--- src/rtl/ex_operand_stage.sv ---
// ID/EX operand stage: holds decoded operands/control, resolves operand forwarding and owns the Z/C flags.
// Optional feature macro: EX_FORWARD_EN (EX/MEM and MEM/WB forwarding plus stall refresh).
module ex_operand_stage #(
  parameter int unsigned WIDTH = 8
) (
  input  logic             clk,
  input  logic             rst,
  input  logic             stall,
  input  logic             flush,
  input  logic             id_valid,
  input  logic [WIDTH-1:0] id_rs_data,
  input  logic [WIDTH-1:0] id_rt_data,
  input  logic             id_use_imm,
  input  logic [2:0]       id_rs,
  input  logic [2:0]       id_rt,
  input  logic [2:0]       id_rd,
  input  logic [7:0]       id_ctrl,
  input  logic [2:0]       mem_rd,
  input  logic             mem_we,
  input  logic [WIDTH-1:0] mem_result,
  input  logic [2:0]       wb_rd,
  input  logic             wb_we,
  input  logic [WIDTH-1:0] wb_result,
  input  logic             alu_zero,
  input  logic             alu_carry_out,
  output logic [WIDTH-1:0] ex_A,
  output logic [WIDTH-1:0] ex_B,
  output logic [7:0]       ex_ctrl,
  output logic [2:0]       ex_rd,
  output logic             ex_valid,
  output logic             carry_in,
  output logic             flag_z,
  output logic             flag_c
);

  localparam int unsigned REG_W   = 3;
  localparam int unsigned CTRL_W  = 8;
  localparam int unsigned UPD_BIT = 5;

  logic              valid_q,   valid_d;
  logic [WIDTH-1:0]  rs_data_q, rs_data_d;
  logic [WIDTH-1:0]  rt_data_q, rt_data_d;
  logic              use_imm_q, use_imm_d;
  logic [REG_W-1:0]  rs_q,      rs_d;
  logic [REG_W-1:0]  rt_q,      rt_d;
  logic [REG_W-1:0]  rd_q,      rd_d;
  logic [CTRL_W-1:0] ctrl_q,    ctrl_d;
  logic              flag_z_q,  flag_z_d;
  logic              flag_c_q,  flag_c_d;

  logic [WIDTH-1:0]  opa;
  logic [WIDTH-1:0]  opb;

  // Operand resolution: r0 reads zero, an immediate B bypasses forwarding.
  always_comb begin
    opa = rs_data_q;
    opb = rt_data_q;
`ifdef EX_FORWARD_EN
    if (mem_we && (mem_rd == rs_q) && (mem_rd != REG_W'(0))) begin
      opa = mem_result;
    end else if (wb_we && (wb_rd == rs_q)) begin
      opa = wb_result;
    end
    if (!use_imm_q) begin
      if (mem_we && (mem_rd == rt_q) && (mem_rd != REG_W'(0))) begin
        opb = mem_result;
      end else if (wb_we && (wb_rd == rt_q)) begin
        opb = wb_result;
      end
    end
`endif
    if (rs_q == REG_W'(0)) begin
      opa = WIDTH'(0);
    end
    if (!use_imm_q && (rt_q == REG_W'(0))) begin
      opb = WIDTH'(0);
    end
  end

`ifndef EX_FORWARD_EN
  logic unused_fwd_inputs;
  assign unused_fwd_inputs = ^{mem_rd, mem_we, mem_result, wb_rd, wb_we, wb_result};
`endif

  // Next-state: flush beats stall beats capture; flags commit independently of flush.
  always_comb begin
    valid_d   = valid_q;
    rs_data_d = rs_data_q;
    rt_data_d = rt_data_q;
    use_imm_d = use_imm_q;
    rs_d      = rs_q;
    rt_d      = rt_q;
    rd_d      = rd_q;
    ctrl_d    = ctrl_q;
    flag_z_d  = flag_z_q;
    flag_c_d  = flag_c_q;

    if (flush) begin
      valid_d   = 1'b0;
      rs_data_d = WIDTH'(0);
      rt_data_d = WIDTH'(0);
      use_imm_d = 1'b0;
      rs_d      = REG_W'(0);
      rt_d      = REG_W'(0);
      rd_d      = REG_W'(0);
      ctrl_d    = CTRL_W'(0);
    end else if (stall) begin
`ifdef EX_FORWARD_EN
      // Latch retiring write-backs so they survive the stall.
      rs_data_d = opa;
      rt_data_d = opb;
`endif
    end else begin
      valid_d   = id_valid;
      rs_data_d = id_rs_data;
      rt_data_d = id_rt_data;
      use_imm_d = id_use_imm;
      rs_d      = id_rs;
      rt_d      = id_rt;
      rd_d      = id_rd;
      ctrl_d    = id_valid ? id_ctrl : CTRL_W'(0);
    end

    if (valid_q && ctrl_q[UPD_BIT] && !stall) begin
      flag_z_d = alu_zero;
      flag_c_d = alu_carry_out;
    end
  end

  always_ff @(posedge clk) begin
    if (rst) begin
      valid_q   <= 1'b0;
      rs_data_q <= WIDTH'(0);
      rt_data_q <= WIDTH'(0);
      use_imm_q <= 1'b0;
      rs_q      <= REG_W'(0);
      rt_q      <= REG_W'(0);
      rd_q      <= REG_W'(0);
      ctrl_q    <= CTRL_W'(0);
      flag_z_q  <= 1'b0;
      flag_c_q  <= 1'b0;
    end else begin
      valid_q   <= valid_d;
      rs_data_q <= rs_data_d;
      rt_data_q <= rt_data_d;
      use_imm_q <= use_imm_d;
      rs_q      <= rs_d;
      rt_q      <= rt_d;
      rd_q      <= rd_d;
      ctrl_q    <= ctrl_d;
      flag_z_q  <= flag_z_d;
      flag_c_q  <= flag_c_d;
    end
  end

  assign ex_A     = opa;
  assign ex_B     = opb;
  assign ex_ctrl  = ctrl_q;
  assign ex_rd    = rd_q;
  assign ex_valid = valid_q;
  assign flag_z   = flag_z_q;
  assign flag_c   = flag_c_q;
  assign carry_in = flag_c_q;

endmodule

--- config.mk ---
export PLATFORM = sky130hd
export DESIGN_NAME = ex_operand_stage
export DESIGN_NICKNAME = d
export VERILOG_FILES = /design/src/rtl/ex_operand_stage.sv
export SDC_FILE = /design/constraint.sdc
export NUM_CORES = 1
export LEC_CHECK = 0
export CAP_MARGIN = 25
export CORE_ASPECT_RATIO = 1.1
export CORE_UTILIZATION = 35
export CTS_BUF_LIST = sky130_fd_sc_hd__clkbuf_8
export DETAILED_ROUTE_END_ITERATION = 8
export GPL_TIMING_DRIVEN = 0
export PLACE_DENSITY = 0.77
export SLEW_MARGIN = 20
export SYNTH_ARGS = -nofsm -noshare
export SYNTH_HDL_FRONTEND = slang
export SYNTH_SLANG_ARGS = --single-unit
--- constraint.sdc ---
create_clock -name clk -period 1.5 [get_ports clk]
set_input_delay 0.45 -clock clk [delete_from_list [all_inputs] [get_ports clk]]
set_output_delay 0.45 -clock clk [all_outputs]
set_load 0.01 [all_outputs]
# Word level (Yosys, flattened, before mapping)
# Cells that the tools add are included.
dict set report classes {
  mux 3
  n_reduce_logical 8
}
# op n
set op_table {}
lappend op_table {{8-bit 2-to-1 mux} 3}
lappend op_table {{3-bit logical NOT} 2}
lappend op_table {{1-bit logical AND} 3}
lappend op_table {{1-bit logical NOT} 2}
lappend op_table {{2-bit OR reduction} 1}
dict set report word_totals {
  regBits 37
  inputBits 65
  output_inout_bits 31
  wordCells 21
}

# Longest topological paths before layout
dict set report logic_depth {
  ltp_word 3
  ltp_mapped 4
  ltp_nobuf 2
}

# Worst setup path after synthesis
# OpenSTA, ideal clock, no wires.
dict set report synth_path {
  path_kind {register to output}
  from {register rt_q[2]}
  to {output ex_B[0]}
  arrival_ps 850
  required_ps 1050
  slack_ps 200
  path_stages_with_launch 3
  path_buffers 0
  cell_sequence {dfxtp_1 -> nor4_4 -> nor2b_1}
}
dict set report synth_via {
  elab_chain_len 3
}
# item line
set synth_lines {}
lappend synth_lines {{start: declaration} 45} ;# logic [REG_W-1:0] rt_q, rt_d;
lappend synth_lines {{start signal: assignment} 148} ;# rt_q <= rt_d;
lappend synth_lines {{3-bit logical NOT} 75} ;# if (!use_imm_q && (rt_q == REG_W'(0))) begin
lappend synth_lines {{1-bit logical AND} 75}
lappend synth_lines {{8-bit 2-to-1 mux} 75}
lappend synth_lines {{end: declaration} 27} ;# output logic [WIDTH-1:0] ex_B,
# No other way between the ends.

# Worst setup path after layout
dict set report layout_path {
  from {register rt_q[2]}
  to {output ex_B[4]}
}
# The elaborated chain is that of the path after synthesis.

==> implementation parameters <==
Parameter                              Value

Floorplan
  CORE AREA    4080 um2
  Chip width    65.2 um
  Total number of placement rows    24
  Initial core utilization    37.7%
  Vertical extent of the die    71.5 um
  Count of pins on the block boundary    96
  Total die area    4660 um2

Logic synthesis
  Multiplexer fraction of the synthesized cell area    18.9%
  Simple-Gate Fraction of Synth Area    23.6%
  Number of instances in the synthesized netlist    152
  Top cell types by occurrence after synthesis    sky130_fd_sc_hd__dfxtp_1, sky130_fd_sc_hd__mux2i_1, sky130_fd_sc_hd__nor2_1, sky130_fd_sc_hd__nor2b_1
  Average instance area after synthesis    10.1 um2
  Warnings from Yosys    0
  Post-synthesis xor/xnor area fraction    0%
  Synth async-reset ratio    0%
  Area leader, netlist    sky130_fd_sc_hd__dfxtp_1
  Predominant post-synthesis flop cell    sky130_fd_sc_hd__dfxtp_1
  Count leader, synth    sky130_fd_sc_hd__dfxtp_1
  Combinational family with the most area after synthesis    simple AND/OR/NAND/NOR gates
  Synth Area in Compound Gates    3.34%
  Post-synthesis net count    217
  Synth Cell Area    1540 um2
  Distinct cell type count of the synthesized netlist    17
  Most area-consuming cells after synthesis    sky130_fd_sc_hd__dfxtp_1, sky130_fd_sc_hd__mux2i_1, sky130_fd_sc_hd__nor2_1
  Sequential cell area fraction in the yosys report    48.2%
  Yosys reg bits    37
  Count of flip-flops with a built-in enable after synthesis    0
  Adder-cell share of the synthesized area    0%
  Fraction of synthesized cell area taken by the top area cell type    48.2%

Route
  Drt total wl    3.44 mm
  Overall via count from detail_route    1302
  Routed Antenna Nets    0
  Number of remaining DRC errors    0
  First drt pass iteration count    3
  Post-detailed-route via-to-cell ratio    4.49
  DRT iter0 DRCs    43
  Routed len/inst    11.9 um

Global route
  Total routing resource utilization after global routing    16.1%
  Sum of overflow across all layers after global routing    0
  Vias in the first global route    1233
  Pin count of the biggest net entering global routing    12
  Antenna violations before repair    0
  First-pass GRT wire length    5.58 mm

STA
  Final period demand of the worst path    1.80 ns
  Final worst slack    -0.295 ns
  Final setup violation count    16
  Number of pins exceeding their max-slew limit in the final report    0
  Slew at the pin with the worst max-slew slack    0.381 ns
  Achievable Freq    0.557 GHz
  Worst clock skew on the final layout    0.00230 ns
  Setup TNS    -2.93 ns
  Headroom to the max-slew limit    74.6%
  Ratio of final minimum period to clock period    120%
  RSZ-0062 raised after global routing    yes
  WHS    0.457 ns
  Number of failing hold endpoints at the final stage    0

Hold path
  Hold depth    2
  Hold Crit Class    reg -> reg
  WHS Endpoint    ex_ctrl[0]
  Worst Min Path Start    ex_ctrl[0]

Clocking
  Clock transition time at the flip-flop clock pins of the worst setup and hold paths    0.07 ns
  Num Clock Sinks    37
  H-tree lvl count    2
  Clock insertion delay at the later pin of the skew report    0.28 ns
  Total CTS buffers    5
  Longest Clk Path Bufs    2
  Hold bufs inserted after CTS    0
  TritonCTS clock tree    yes
  Cell at the root of the clock tree    sky130_fd_sc_hd__clkbuf_8

Job
  Number of violations of the max-capacitance limit    0

Setup path
  Count of cells along the worst register-to-register path    2
  Element type at the critical path end    output pin
  Cell breakdown of the critical path    nor4_4 > buf_6 > buf_6 > nor2b_1 > buf_2
  Crit start category    flip-flop
  Slowest cell on the critical path    sky130_fd_sc_hd__dfxtp_2
  Cell seen most often among critical-path stages    sky130_fd_sc_hd__buf_6
  WP data required    1.05 ns
  Longest individual stage delay on the worst path    0.34 ns
  Top delay family on crit path    buffers and inverters
  Reg-to-reg endpoint    flag_z
  Buffers plus inverters on the worst setup path    3
  Worst R2R Start    ex_ctrl[5]
  WP data arrival    1.35 ns
  Worst Setup Path Type    reg -> out
  FF-to-FF setup slack    0.64 ns
  Max FO, Critical Path    6

Pwr
  Maximum resistive drop on vdd    0.533 mV
  Power per Cell Area    828 nW/um2
  Post-route total power    2.00 mW
  P_leak    1.09 nW

Cells and area
  Number of cells in the finished layout apart from fillers    290
  Final-stage net count    302
  Layout Cell Area excl Fill    2410 um2
  Antenna diode count    0
  Layout cells sized above 1    23.5%
  P&R area growth vs syn    57.0%

Place
  Global placement routability congestion    0.652
  PortBufs    69
  Post-DP HPWL    2.40 mm
  Cell total after placement    273
  Standard cell area after detailed placement    2290 um2

Outcome
  Outcome    complete, but fails checks
  Violated checks    negative setup slack
-- state kept, by name, indices dropped and copies added (netlist names) --
signal     count
rt_q           3
rt_data_q      8
rs_data_q      8
ex_valid       1
carry_in       1
ex_ctrl        8
ex_rd          3
rs_q           3
flag_z         1
use_imm_q      1
-- layout make-up --
cell class                 instances  area [um2]
fill                             393        1670
sequential                        37         748
multi-input combinational        104         728
timing repair buffer              78         698
buffer                            11        92.6
clock buffer                       5        68.8
tap                               52        65.1
clock inverter                     3        13.8
-- worst max path at each step --
stage / end / start / depth (start not counted)
after floorplan: ex_B[0] / rt_q[2] / 2
after global placement: ex_B[1] / rt_q[2] / 3
after detailed placement: ex_B[1] / rt_q[2] / 3
after CTS: ex_B[4] / rt_q[1] / 5
after global routing: ex_B[4] / rt_q[2] / 5
final: ex_B[4] / rt_q[2] / 5
-- cell usage in the layout, fill, tap and decap left out, types with 3 or more instances in the layout --
cell type,count
sky130_fd_sc_hd__clkdlybuf4s50_1,38
sky130_fd_sc_hd__dfxtp_1,31
sky130_fd_sc_hd__mux2i_1,29
sky130_fd_sc_hd__nor2_1,27
sky130_fd_sc_hd__buf_2,16
sky130_fd_sc_hd__dlygate4sd2_1,15
sky130_fd_sc_hd__buf_6,14
sky130_fd_sc_hd__nor2b_1,13
sky130_fd_sc_hd__nand2_1,8
sky130_fd_sc_hd__nand3b_1,8
sky130_fd_sc_hd__dfxtp_2,6
sky130_fd_sc_hd__buf_4,5
sky130_fd_sc_hd__a21oi_1,5
sky130_fd_sc_hd__clkbuf_8,5
sky130_fd_sc_hd__nand2b_1,4
sky130_fd_sc_hd__a21oi_2,3
-- per-layer routing --
layer,global-route usage (%),vias to the layer above,routed length [um]
li1,-,670,-
met1,19.4,573,1550
met2,25.4,51,1570
met3,4.94,8,258
met4,8.70,0,65
met5,0,-,0
-- kinds of logic after synthesis --
logic type      count (synthesis)
simple gates                   67
compound gates                  8
buf+inv                        11
flops                          37
mux                            29
-- stage by stage --
stage,utilization (%),setup WS (ns)
2_1_floorplan,-,0.200
3_3_place_gp,56.2,-0.416
3_5_place_dp,56.2,-0.426
4_1_cts,58.2,-0.321
5_1_grt,59.1,-0.359
6_report,59.1,-0.295
-- power by group --
| part | leakage (nW) | internal, mW | switching, mW |
|---|---|---|---|
| logic | 0.737 | 0.211 | 0.121 |
| registers | 0.304 | 1.01 | 0.0161 |
| clock network | 0.0491 | 0.314 | 0.326 |
-- worst min-delay path, cell delays in order (launching register included) --
cell and delay (ns):
sky130_fd_sc_hd__dfxtp_1 0.31, sky130_fd_sc_hd__nand2_1 0.06, sky130_fd_sc_hd__a21oi_1 0.05
-- repair_timing --
action	CTS	global route
gates resized for setup	90	11
endpoints found under the setup margin	31	15
hold endpoints to repair	0	0
pin swaps	2	2
buffers inserted	9	2
(Power assumes the default switching activity.)
